==> config.mk <==
export PLATFORM = sky130hd
export DESIGN_NAME = jts16_fd1094_keyload
export DESIGN_NICKNAME = d
export VERILOG_FILES = /design/src/rtl/jts16_fd1094_keyload.sv
export SDC_FILE = /design/constraint.sdc
export NUM_CORES = 1
export LEC_CHECK = 0
export ABC_CLOCK_PERIOD_IN_PS = 1600
export CORE_UTILIZATION = 44
export DETAILED_ROUTE_END_ITERATION = 8
export MAX_ROUTING_LAYER = met4
export PLACE_DENSITY = 0.77
export SLEW_MARGIN = 20
export SYNTH_ARGS = -nofsm -noshare
export SYNTH_HDL_FRONTEND = slang
export SYNTH_SLANG_ARGS = --single-unit
export TNS_END_PERCENT = 1
==> constraint.sdc <==
create_clock -name clk -period 1.6 [get_ports clk]
set_clock_uncertainty 0.2 [all_clocks]
set_input_delay 0.24 -clock clk [delete_from_list [all_inputs] [get_ports clk]]
set_output_delay 0.24 -clock clk [all_outputs]
set_load 0.02 [all_outputs]
==> src/rtl/jts16_fd1094_keyload.sv <==
// FD1094 key loader: extracts the 8 KB key region from the 16-bit download stream and writes it bytewise into the key RAM.
// Optional running byte checksum on key_sum when JTS16_FD1094_SUM_EN is defined.
module jts16_fd1094_keyload #(
  parameter int             AW       = 25,
  parameter logic [AW-1:0]  KEY_BASE = '0
) (
  input  logic          clk,
  input  logic          rst_n,
  input  logic          dwn_en,
  input  logic [AW-1:0] dwn_addr,
  input  logic [15:0]   dwn_data,
  input  logic          dwn_valid,
  output logic          dwn_ready,
  output logic [12:0]   prog_addr,
  output logic [7:0]    prog_data,
  output logic          fd1094_we,
  output logic          key_done,
  output logic          key_err,
  output logic [15:0]   key_sum
);

  typedef enum logic [1:0] {IDLE, LO, HI} state_t;

  localparam logic [AW:0] BASE_EXT = {1'b0, KEY_BASE};
  localparam logic [AW:0] END_EXT  = BASE_EXT + (AW+1)'(8192);

  state_t        state;
  logic [15:0]   word_q;
  logic [12:0]   off_q;
  logic [13:0]   ptr;
  logic          done_pend;
  logic          en_q;

  logic [AW:0]   addr_even;
  logic [AW:0]   off_full;
  logic [12:0]   off;
  logic          in_range;
  logic          accept;
  logic          en_rise;
  logic [13:0]   ptr_eff;

  assign addr_even = {1'b0, dwn_addr[AW-1:1], 1'b0};
  assign off_full  = addr_even - BASE_EXT;
  assign off       = off_full[12:0];
  assign in_range  = (addr_even >= BASE_EXT) && (addr_even < END_EXT);
  assign accept    = dwn_valid && dwn_ready && in_range;
  assign en_rise   = dwn_en && !en_q;
  // A word checked in the same cycle as a session restart sees the cleared pointer
  assign ptr_eff   = en_rise ? 14'd0 : ptr;

  always_ff @(posedge clk) begin
    if (!rst_n) begin
      state     <= IDLE;
      word_q    <= '0;
      off_q     <= '0;
      ptr       <= '0;
      done_pend <= 1'b0;
      en_q      <= 1'b0;
      dwn_ready <= 1'b0;
      prog_addr <= '0;
      prog_data <= '0;
      fd1094_we <= 1'b0;
      key_done  <= 1'b0;
      key_err   <= 1'b0;
    end else begin
      en_q <= dwn_en;
      if (en_rise) begin
        ptr      <= '0;
        key_done <= 1'b0;
        key_err  <= 1'b0;
      end
      case (state)
        LO: begin
          fd1094_we <= 1'b1;
          prog_addr <= {off_q[12:1], 1'b1};
          prog_data <= word_q[15:8];
          dwn_ready <= 1'b1;
          state     <= HI;
          if (off_q != ptr_eff[12:0] || ptr_eff == 14'd8192) key_err <= 1'b1;
          ptr       <= {1'b0, off_q} + 14'd2;
          done_pend <= (ptr_eff == 14'd8190) && (off_q == 13'd8190);
        end
        default: begin
          // IDLE and HI both accept the next word; HI also finalises key_done
          if (state == HI && done_pend && !key_err && !en_rise) key_done <= 1'b1;
          if (accept) begin
            word_q    <= dwn_data;
            off_q     <= off;
            fd1094_we <= 1'b1;
            prog_addr <= off;
            prog_data <= dwn_data[7:0];
            dwn_ready <= 1'b0;
            state     <= LO;
          end else begin
            fd1094_we <= 1'b0;
            dwn_ready <= 1'b1;
            state     <= IDLE;
          end
        end
      endcase
    end
  end

`ifdef JTS16_FD1094_SUM_EN
  always_ff @(posedge clk) begin
    if (!rst_n) begin
      key_sum <= '0;
    end else begin
      key_sum <= (en_rise ? 16'd0 : key_sum) + (fd1094_we ? {8'd0, prog_data} : 16'd0);
    end
  end
`else
  assign key_sum = 16'd0;
`endif

endmodule
==> results.md <==
* Clock Sinks at 63
* Final hold violations at 0
* Leakage at 1.86 nW
* Reg-to-reg slack, setup at -0.18 ns
* Period utilization at 1.11
* Post-Syn Area per Cell at 8.85 sq um
* Final min period at 1.78 ns
* Detailed-route vias per instance at 5.43
* R2r endpoint: key_err
* Synth Area in Compound Gates at 0.208
* Clock Latency Late Sink at 0.36 ns
* CTS Buf Count at 9
* Area Overhead vs Synth at 44.4%
* Initial Util at 0.459
* Max-slew violations at 0
* Finished Core Util at 0.663
* Failing checks: setup timing
* # rows at 30
* Status: finished with violations
* Routability congestion estimate at 0.911
* Largest net degree at the start of global routing at 37
* Synth warn at 0
* Crit-path leading delay family: compound AO/OA/AOI/OAI gates
* Critical path launch point type: flop
* Placed Area at 4200 sq um
* Largest family of logic cells by synthesized area: simple AND/OR/NAND/NOR gates
* Post-Route WL at 8.81 mm
* Commonest cells post-synth: dfxtp_1, nand2_1, a21boi_1
* Max-cap violations at 0
* CP arrival at 1.82 ns
* Gr usage total at 0.240
* Vias at 3081
* Io pins at 86
* Post-route ant nets at 0
* GR peak layer: met2
* RR Startpoint: en_q
* H-tree depth at 3
* GRT met1 Usage at 0.300
* Hold WC Path Type: in2reg
* TritonCTS clock tree: yes
* Die width at 86.6 um
* Worst Setup End Kind: flop
* Share of the synthesized area in the top cell type at 0.400
* # hold bufs at CTS at 0
* Crit Path Class: reg2reg
* Met3 global-route usage at 0.0419
* Synth Area in XOR/XNOR at 0.0445
* Core ar. at 6870 sq um
* Final #Nets at 512
* Pwr dens at 681 nW/um^2
* Post-Synthesis Cells at 356
* Post-DP HPWL at 5.76 mm
* Syn Std Cell Area at 3150 sq um
* FF-to-FF path depth at 6
* DIE AREA at 7510 sq um
* Vert. Die Dim at 86.6 um
* Max FO, Critical Path at 6
* Drt drc at 0
* Final setup fails at 2
* Most area-hungry cell type in the Yosys netlist: dfxtp_1
* CTS root buffer: clkbuf_8
* Clock-pin transition on the worst setup and hold timing paths at 0.08 ns
* First-pass DRT Iterations at 5
* Layout cells sized above 1 at 0.282
* Worst Hold End: prog_addr[0]
* Hold_sp: dwn_addr[19]
* Max Buffers Root-to-Sink at 2
* Async set or reset register ratio after synthesis at 0
* Mux contribution to synthesized area at 0
* Slowest stage delay, CP at 0.36 ns
* Setup TNS at -0.188 ns
* Unique cell type count in the Yosys netlist at 47
* Fmax at 561 MHz
* Worst path required time at 1.64 ns
* Grt ovf at 0
* VDD IR max at 0.464 mV
* Number of synthesized flops with an enable pin at 0
* Top FF cell, synth: dfxtp_1
* Wire length per cell at 15.5 um
* Setup ws final at -0.183 ns
* Post-synthesis sequential area ratio at 0.400
* Fillers at 545
* DR iter-0 viols at 247
* Crit-path cells: and2b_4 -> buf_6 -> buf_4 -> o32ai_2 -> nand4_1 -> o311a_1
* # port buffers at 68
* Hold depth at 5
* Synth area leaders: dfxtp_1, a21boi_1, nand2_1
* GR Util met2 at 0.375
* Vias in the first global route at 2849
* Post-route cell area at 4550 sq um
* Seq cells post-synth at 63
* Crit path launch: en_q
* Post-synthesis adder-cell area fraction at 0.00397
* Crit-path slowest cell: o311a_1
* First-pass GRT wire length at 13.5 mm
* Most frequent cell after synthesis: dfxtp_1
* Initial antenna violation count at 0
* Ant. Diodes at 0
* WP buf/inv at 2
* Simple-Gate Fraction of Synth Area at 0.255
* RSZ-0062 raised after global routing: yes
worst reg2reg max path, stage by stage, from the launching register on:
cell and delay [ns]:
dfxtp_2 0.32, and2b_4 0.22, buf_6 0.14, buf_4 0.14, o32ai_2 0.11, nand4_1 0.17
o311a_1 0.36
metrics by stage:
step	total power (W)	hold WS, ns	cells	worst slack, ns
2_1_floorplan	0.00173	0.162	371	-0.0123
3_3_place_gp	0.00185	0.241	549	-0.493
3_5_place_dp	0.00185	0.246	549	-0.513
4_1_cts	0.00308	0.228	565	-0.144
5_1_grt	0.00318	0.231	567	-0.227
6_report	0.00310	0.182	567	-0.183
how the worst max path moves through the flow:
stage / endpoint / slack, ns / cells after the start
after detailed placement: prog_data[6] / -0.51 / 7
after global placement: key_err / -0.49 / 6
final: key_err / -0.18 / 6
after CTS: key_err / -0.14 / 5
after global routing: key_err / -0.23 / 6
after floorplan: key_err / -0.01 / 6
final cells by class:
cell class,count,area [sq um],area share
Clock inverter,3,17.5,0.00385
Tap cell,96,120,0.0264
Inverter,2,7.51,0.00165
Timing Repair Buffer,126,1140,0.252
Clock buffer,13,159,0.0349
Sequential cell,63,1280,0.281
Multi-Input combinational cell,264,1820,0.400
metal layers:
layer,up-vias,share of wire
li1,1435,-
met1,1449,0.42
met2,163,0.48
met3,34,0.064
met4,0,0.033
met5,-,0
sequential cells by signal, summed over array words and instances (netlist names):
name,count
ptr,14
state,2
prog_data,8
en_q,1
fd1094_we,1
prog_addr,13
word_q,8
key_err,1
key_done,1
dwn_ready,1
done_pend,1
off_q,12
cells by family (layout without fill, tap and decap cells):
group                    after synthesis  in the layout
flip-flops                            63             63
adder cells (fa/ha/maj)                1              1
other                                  1             16
XOR/XNOR                              16             16
buffers and inverters                 44            144
AND/OR/NAND/NOR                      141            141
AO/OA/AOI/OAI                         90             90
layout by cell type, fill, tap and decap left out, types with 3 or more instances in the layout:
cell type and count:
a31oi_1 6, xor2_1 6, a21boi_1 34, dlymetal6s2s_1 6, nor4bb_4 3, nand2_1 56
buf_12 3, and2_1 4, dlygate4sd2_1 31, clkbuf_8 11, a21boi_0 4, a22oi_1 20
a22oi_2 5, and3_1 3, o21ai_0 6, dfxtp_1 52, o32ai_2 4, nor4_4 4
conb_1 16, nor2_1 14, nor4bb_1 3, nor2_2 6, xnor2_1 10, clkdlybuf4s50_1 31
dfxtp_2 9, nand4_1 6, nor2b_1 9, buf_4 51, buf_6 4, nand3_1 5
a21oi_1 3, nand2_2 11
timing repair:
item	in CTS	in global routing
resized for setup	37	53
endpoints found under the setup margin	72	52
buffers inserted	0	2
pin swaps	3	11
where the power goes:
part	leakage (nW)	internal (W)	switching, W
Sequential	0.514	0.00157	0.00000124
Clock	0.0894	0.000643	0.000633
Combinational	1.26	0.000141	0.000114
Note: power is estimated with default switching activity, not from simulation.
